## src/rtl/bist_sequencer.sv

```systemverilog
// bist_sequencer: control FSM for the circular-BIST wrapper around the 4-requester arbiter.
//
// One self-test runs per accepted rising edge of bist_start:
//   INIT    - pulse cut_reset (also clears the MISR) and lfsr_load for one cycle
//   RUN     - assert misr_en for exactly TEST_CYCLES cycles
//   COMPARE - sample signature_in against GOLDEN_SIG
//   DONE    - hold bist_end and pass_fail until the next accepted start or reset
// The edge that samples the start is E0, and bist_end rises at edge E(TEST_CYCLES+2).
//
// Ports:
//   clock        in   system clock, rising-edge
//   reset        in   synchronous, active-high reset; aborts any test in progress
//   bist_start   in   test request; only a 0->1 transition starts a test
//   signature_in in   current MISR contents [MISR_BITS-1:0]
//   test_mode    out  high from INIT through COMPARE; muxes the LFSR onto the CUT inputs
//   cut_reset    out  one-cycle reset pulse to the CUT and MISR clear
//   lfsr_load    out  one-cycle LFSR seed load
//   misr_en      out  MISR compaction enable
//   bist_end     out  test complete
//   pass_fail    out  1 = signature matched; valid only while bist_end=1
//
// Optional feature, enabled by defining BIST_STICKY_FAIL_EN: once any run mismatches,
// pass_fail stays 0 for every later run until reset.

module bist_sequencer #(
    parameter int unsigned          MISR_BITS   = 8,
    parameter int unsigned          TEST_CYCLES = 255,
    parameter logic [MISR_BITS-1:0] GOLDEN_SIG  = {MISR_BITS{1'b0}},
    parameter int unsigned          CNT_W       = $clog2(TEST_CYCLES + 1)
) (
    input  logic                 clock,
    input  logic                 reset,
    input  logic                 bist_start,
    input  logic [MISR_BITS-1:0] signature_in,
    output logic                 test_mode,
    output logic                 cut_reset,
    output logic                 lfsr_load,
    output logic                 misr_en,
    output logic                 bist_end,
    output logic                 pass_fail
);

    typedef enum logic [2:0] {StIdle, StInit, StRun, StCompare, StDone} state_e;

    localparam logic [CNT_W-1:0] CntLast = CNT_W'(TEST_CYCLES - 1);

    state_e           state_q, state_d;
    logic [CNT_W-1:0] cnt_q, cnt_d;
    logic             start_q;
    logic             start_rise;
    logic             pass_q, pass_d;
    logic             fail_seen_q, fail_seen_d;
    logic             result;

    // Output flops, loaded with the Moore decode of the next state so they stay glitch-free
    // while keeping the same cycle timing as a decode of the current state.
    logic test_mode_q, cut_reset_q, lfsr_load_q, misr_en_q, bist_end_q, pass_fail_q;
    logic test_mode_d, cut_reset_d, lfsr_load_d, misr_en_d, bist_end_d, pass_fail_d;

    assign start_rise = bist_start & ~start_q;

    always_comb begin
        state_d     = state_q;
        cnt_d       = cnt_q;
        pass_d      = pass_q;
        fail_seen_d = fail_seen_q;
        unique case (state_q)
            StIdle: begin
                if (start_rise) state_d = StInit;
            end
            StInit: begin
                cnt_d   = '0;
                state_d = StRun;
            end
            StRun: begin
                // Holding at CntLast rather than incrementing keeps the counter from wrapping.
                if (cnt_q == CntLast) begin
                    state_d = StCompare;
                end else begin
                    cnt_d = cnt_q + 1'b1;
                end
            end
            StCompare: begin
                pass_d = (signature_in == GOLDEN_SIG);
                if (signature_in != GOLDEN_SIG) fail_seen_d = 1'b1;
                state_d = StDone;
            end
            StDone: begin
                if (start_rise) state_d = StInit;
            end
            default: state_d = StIdle;
        endcase
    end

`ifdef BIST_STICKY_FAIL_EN
    assign result = pass_d & ~fail_seen_d;
`else
    assign result = pass_d;
`endif

    always_comb begin
        test_mode_d = (state_d == StInit) || (state_d == StRun) || (state_d == StCompare);
        cut_reset_d = (state_d == StInit);
        lfsr_load_d = (state_d == StInit);
        misr_en_d   = (state_d == StRun);
        bist_end_d  = (state_d == StDone);
        pass_fail_d = (state_d == StDone) && result;
    end

    always_ff @(posedge clock) begin
        if (reset) begin
            state_q     <= StIdle;
            cnt_q       <= '0;
            start_q     <= 1'b0;
            pass_q      <= 1'b0;
            fail_seen_q <= 1'b0;
            test_mode_q <= 1'b0;
            cut_reset_q <= 1'b0;
            lfsr_load_q <= 1'b0;
            misr_en_q   <= 1'b0;
            bist_end_q  <= 1'b0;
            pass_fail_q <= 1'b0;
        end else begin
            state_q     <= state_d;
            cnt_q       <= cnt_d;
            start_q     <= bist_start;
            pass_q      <= pass_d;
            fail_seen_q <= fail_seen_d;
            test_mode_q <= test_mode_d;
            cut_reset_q <= cut_reset_d;
            lfsr_load_q <= lfsr_load_d;
            misr_en_q   <= misr_en_d;
            bist_end_q  <= bist_end_d;
            pass_fail_q <= pass_fail_d;
        end
    end

    assign test_mode = test_mode_q;
    assign cut_reset = cut_reset_q;
    assign lfsr_load = lfsr_load_q;
    assign misr_en   = misr_en_q;
    assign bist_end  = bist_end_q;
    assign pass_fail = pass_fail_q;

endmodule

```

## config.mk

```make
export PLATFORM = sky130hd
export DESIGN_NAME = bist_sequencer
export DESIGN_NICKNAME = d
export VERILOG_FILES = /design/src/rtl/bist_sequencer.sv
export SDC_FILE = /design/constraint.sdc
export NUM_CORES = 1
export LEC_CHECK = 0
export CORE_AREA = 2 2 58 60
export CTS_CLUSTER_SIZE = 12
export DETAILED_ROUTE_END_ITERATION = 8
export DIE_AREA = 0 0 60 62
export GPL_TIMING_DRIVEN = 0
export HOLD_SLACK_MARGIN = 0.15
export SLEW_MARGIN = 25
export SYNTH_ARGS = -nofsm -noshare
export SYNTH_HDL_FRONTEND = slang
export SYNTH_SLANG_ARGS = --single-unit
```

## constraint.sdc

```tcl
create_clock -name clock -period 2.04 [get_ports clock]
set_clock_uncertainty 0.1 [all_clocks]
set_input_delay 0.204 -clock clock [delete_from_list [all_inputs] [get_ports clock]]
set_output_delay 0.204 -clock clock [all_outputs]
set_load 0.02 [all_outputs]
```

# ---- After elaboration in Yosys (flattened, before gate mapping)
# Index checks and enable logic that the tools add are counted.
# Widths: inputs -> output; s select.
dict set report classes {
  n_addsub 1
  eq_ne 10
  mux 6
  n_bitwise 2
  n_reduce_logical 8
}
# op n
set ops {}
lappend ops {{$pmux 8 s2} 1}
lappend ops {{$eq 3x2->1 const B} 4}
lappend ops {{$pmux 3 s4} 1}
lappend ops {{$add 8x1->8 const B} 1}
lappend ops {{$eq 8x8->1 const B} 1}
lappend ops {{$logic_not 8->1} 1}
lappend ops {{$mux 8} 1}
lappend ops {{$eq 3x1->1 const B} 2}
lappend ops {{$eq 3x3->1 const B} 2}
lappend ops {{$mux 3} 2}
lappend ops {{$logic_not 3->1} 1}
lappend ops {{$logic_or 1x1->1} 2}
lappend ops {{$ne 2x2->1 const B} 1}
lappend ops {{$reduce_and 2->1} 1}
lappend ops {{$reduce_bool 2->1} 1}
lappend ops {{$reduce_or 2->1} 1}
lappend ops {{$and 1x1->1} 1}
lappend ops {{$logic_and 1x1->1} 1}
lappend ops {{$mux 1} 1}
lappend ops {{$not 1->1} 1}
dict set report word_totals {
  regBits 18
  in_bits 11
  out_inout_bits 6
  wordCells 36
}

# ---- Logic depth before layout (Yosys ltp)
dict set report depth {
  ltp_word 7
  ltp_mapped 6
  ltp_nobuf 6
}

# ---- Worst setup path after synthesis
# Ideal clock, no wire load.
dict set report synth_path {
  path_type {register -> register}
  from {reg cnt_q[0]}
  to {reg cnt_q[6]}
  setup_time_ns 0.070
  arrival_time_ns 1.506
  t_required_ns 1.870
  path_slack_ns 0.364
  stages_incl_launch_ff 6
  n_path_buf 0
  synth_period_minus_slack_ns 1.676
  path_cell_list {dfxtp_1 inv_1 ha_1 a41o_4 or4_1 a21oi_1}
}
dict set report synth_via {
  elab_chain_len 3
  word_cells_on_any_way 6
  cone_classes {1 x add/sub; 2 x eq/ne; 2 x mux; 1 x reduce/logical}
}
# element line_no
set synth_rtl {}
lappend synth_rtl {{from (decl)} 48} ;# logic [CNT_W-1:0] cnt_q, cnt_d;
lappend synth_rtl {{from (signal assigned)} 125} ;# cnt_q <= cnt_d;
lappend synth_rtl {{$add 8x1->8 / $eq 8x8->1 (equally long branches)} {80, 77}}
lappend synth_rtl {{$mux 8 / $ne 2x2->1 (equally long branches)} n/a}
lappend synth_rtl {{$pmux 8 s2 / $reduce_and 2->1 (equally long branches)} n/a}
# Several ways; a longest one is shown, not always the timed one. The select of a mux whose other input is x is not followed.
# A chain may end at the register's enable or synchronous reset.

# ---- Final worst setup path
# Same ends and word-level chain as after synthesis.

==> metrics.log <==
[metrics] final weighted congestion in routability-driven placement: 0.774
[metrics] antenna violations before repair: 0
[metrics] ports placed on the boundary: 17
[metrics] Overall Global Routing Usage: 0.101
[metrics] routed vias: 749
[metrics] VDD IR-drop max: 0.142 mV
[metrics] power density relative to cell area: 632 mW/mm^2
[metrics] Setup Buffers After CTS: 0
[metrics] met1 Use GR: 0.114
[metrics] commonest cells after routing, fill and taps aside: 18 x dfxtp_1, 16 x clkdlybuf4s50_1, 9 x a21oi_1, 7 x o21ai_0, 5 x nand2_1
[metrics] ordered cell list for the critical path: inv_1 -> ha_1 -> a41o_4 -> or4_1 -> a21oi_1
[metrics] nets: 126
[metrics] # port buffers: 16
[metrics] net count after synthesis: 105
[metrics] Total Neg Setup Slack: 0 ns
[metrics] fin. max-slew vios: 0
[metrics] Overflow after GRT: 0
[metrics] register containing the most flip-flops in the final layout: cnt_q
[metrics] clock tree from TritonCTS: done
[metrics] clock latency on the worst-skew pair: 0.30 ns
[metrics] crit end category: flip-flop
[metrics] most used flip-flop cell after synthesis: dfxtp_1
[metrics] total of max-cap violations: 0
[metrics] startpoint type of the worst setup path: flip-flop
[metrics] Flop pwr share: 0.521
[metrics] clock share of power: 0.317
[metrics] kind of path behind the tightest hold check: flip-flop to flip-flop
[metrics] worst endpoint required time: 2.19 ns
[metrics] clock-pin slew reported for the worst setup and hold paths after clock tree synthesis: 0.11 ns
[metrics] sequential fraction of the synthesis area: 0.414
[metrics] via count normalized by instance count: 4.74
[metrics] layout cells sized above 1: 0.143
[metrics] cts repair resizes: 0
[metrics] Placed Instance Area: 0.00109 sq mm
[metrics] async set-or-reset flop fraction in the synthesized netlist: 0
[metrics] area delta synth->final: 29.2%
[metrics] number of buffers and inverters on the critical path: 1
[metrics] Fmax: 549 MHz
[metrics] Final Setup Violations: 0
[metrics] measured slew at the worst slew-check pin: 0.364 ns
[metrics] top area cells in the synthesized netlist: dfxtp_1 41%, a21oi_1 5.2%, o21ai_0 4.0%
[metrics] GR Util met3: 0.0331
[metrics] launching element of the worst setup path: cnt_q[0]$_SDFFE_PP0P_
[metrics] count of flip-flops with a built-in enable after synthesis: 0
[metrics] Hold Violations, Final: 0
[metrics] largest fanout of any net on the critical path: 8
[metrics] cell with the biggest individual delay on the critical path: or4_1
[metrics] Total Wirelength: 1680 microns
[metrics] pin count of the biggest net entering global routing: 11
[metrics] cell count after synthesis: 92
[metrics] floorplan die height: 62 microns
[metrics] number of global-route vias before repair: 670
[metrics] registers with the most flip-flops: cnt_q: 8 flops, state_q: 3 flops
[metrics] full die area: 0.00372 sq mm
[metrics] number of synthesized register bits: 18
[metrics] Comb pwr share: 0.162
[metrics] count of hold buffers inserted by post-cts repair: 0
[metrics] Cell Rows: 21
[metrics] Period Utilization, post-route: 0.892
[metrics] GR Util met2: 0.174
[metrics] Die W: 60 microns
[metrics] layer with the highest usage after global routing: met2
[metrics] number of distinct library cell variants in the gate-level netlist after synthesis: 37
[metrics] average wire length per cell after detail routing: 10.7 microns
[metrics] number of fill cells: 319
[metrics] Top Family by Delay on Critical Path: simple AND/OR/NAND/NOR gates
[metrics] Sw Ratio: 0.247
[metrics] cell at the root of the clock tree: clkbuf_4
[metrics] Post-Route Utilization: 0.353
[metrics] Std-Cell Core Area: 0.00318 sq mm
[metrics] H-tree depth: 1
[metrics] outcome: complete, no violations
[metrics] wire length of the first global-routing pass: 2840 microns
[metrics] post-route cell area: 0.00112 sq mm
[metrics] post-route antenna net violation count: 0
[metrics] area fraction of the dominant cell type after synthesis: 0.414
[metrics] summed instance area of the synthesized netlist: 870 sq um
[metrics] Synth Area per Inst: 9.45 sq um
[metrics] leakage power: 0.000380 uW
[metrics] leading cell type in the layout, fill and taps excluded: dfxtp_1
[metrics] Bufs on Longest Clock Path: 2
[metrics] cell-internal power: 535 uW
[metrics] DRC Markers: 0
[metrics] final critical path time including I/O delays and setup: 1.82 ns
[metrics] synth warn: 0
[metrics] switching power of the nets: 175 uW
[metrics] area occupied by registers: 360 sq um
[metrics] antenna cells: 0
[metrics] starting DRC count in detailed routing: 51
[metrics] iteration count of the initial detailed-routing pass: 4
[metrics] Worst Hold Launch: cnt_q[6]$_SDFFE_PP0P_
[metrics] Critical R2R Launch: cnt_q[0]$_SDFFE_PP0P_
[metrics] critical path start-end classification: flip-flop to flip-flop
[metrics] cell accounting for the most synthesized area: dfxtp_1
[metrics] clock buffers created by TritonCTS: 3
[metrics] Initial Utilization: 0.274
[metrics] tightest slew margin relative to the limit: 0.755
[metrics] flip-flop count of the largest register after layout: 8
[metrics] count of clock tree sinks: 18
[metrics] combined area of the multi-input logic cells: 447 sq um
[metrics] detailed-placement wirelength estimate: 1210 microns
[metrics] endpoint arrival time on the critical path: 1.97 ns
[metrics] Largest stage delay, worst path: 0.46 ns
[metrics] RSZ-0062 raised after global routing: false
## worst paths after layout
check,slack [ns],cells past startpoint,to
hold reg to reg,0.40,2,cnt_q[6]$_SDFFE_PP0P_
setup reg to reg,0.22,5,cnt_q[6]$_SDFFE_PP0P_
hold / removal,0.40,2,cnt_q[6]$_SDFFE_PP0P_
setup / recovery,0.22,5,cnt_q[6]$_SDFFE_PP0P_
## worst min-delay path, cell delays in order, from the launching register on
cell and delay, ns:
dfxtp_1 0.34, o31ai_1 0.07, a21oi_1 0.06
## metal layers
metal,vias to the layer above,part of all wire
met4,0,0.017
met1,350,0.44
li1,376,-
met3,4,0.044
met5,-,0
met2,19,0.50
## synth_stat cells (3+ instances only)
cell,number
nand3_1,4
a21oi_1,9
nand2_1,5
nor4_1,3
dfxtp_1,18
o21ai_0,7
buf_6,3
## stage by stage
step                cells  hold slack [ns]  total power [uW]  setup WS, ns
CTS                   158            0.401               716         0.221
finish                158            0.399               710         0.220
floorplan              92            0.188               447         0.364
global placement      154            0.376               491         0.286
global route          158            0.426               747         0.105
detailed placement    154            0.386               493         0.245
## logic make-up after synthesis
kind of cell | count (synthesis) | share of synthesized area
AND/OR/NAND/NOR | 37 | 0.271
adder cells (fa/ha/maj) | 2 | 0.0288
XOR/XNOR | 1 | 0.0101
AO/OA/AOI/OAI | 26 | 0.191
buffers and inverters | 7 | 0.0719
multiplexers | 1 | 0.0129
flip-flops | 18 | 0.414
## cell type report
type | count | share of cell area
clock buffer | 4 | 0.0323
buffer | 5 | 0.0490
tap | 46 | 0.0512
multi-input combinational | 67 | 0.398
sequential | 18 | 0.321
timing repair buffer | 16 | 0.143
inverter | 2 | 0.00668
## power by group through the flow
stage,registers (uW),clock network (uW),logic [uW]
after floorplan,384,0,63.0
after global placement,378,0,113
after detailed placement,378,0,115
after CTS,370,230,116
after global routing,371,250,126
final,370,225,115
Power figures use the tool's default switching activity.
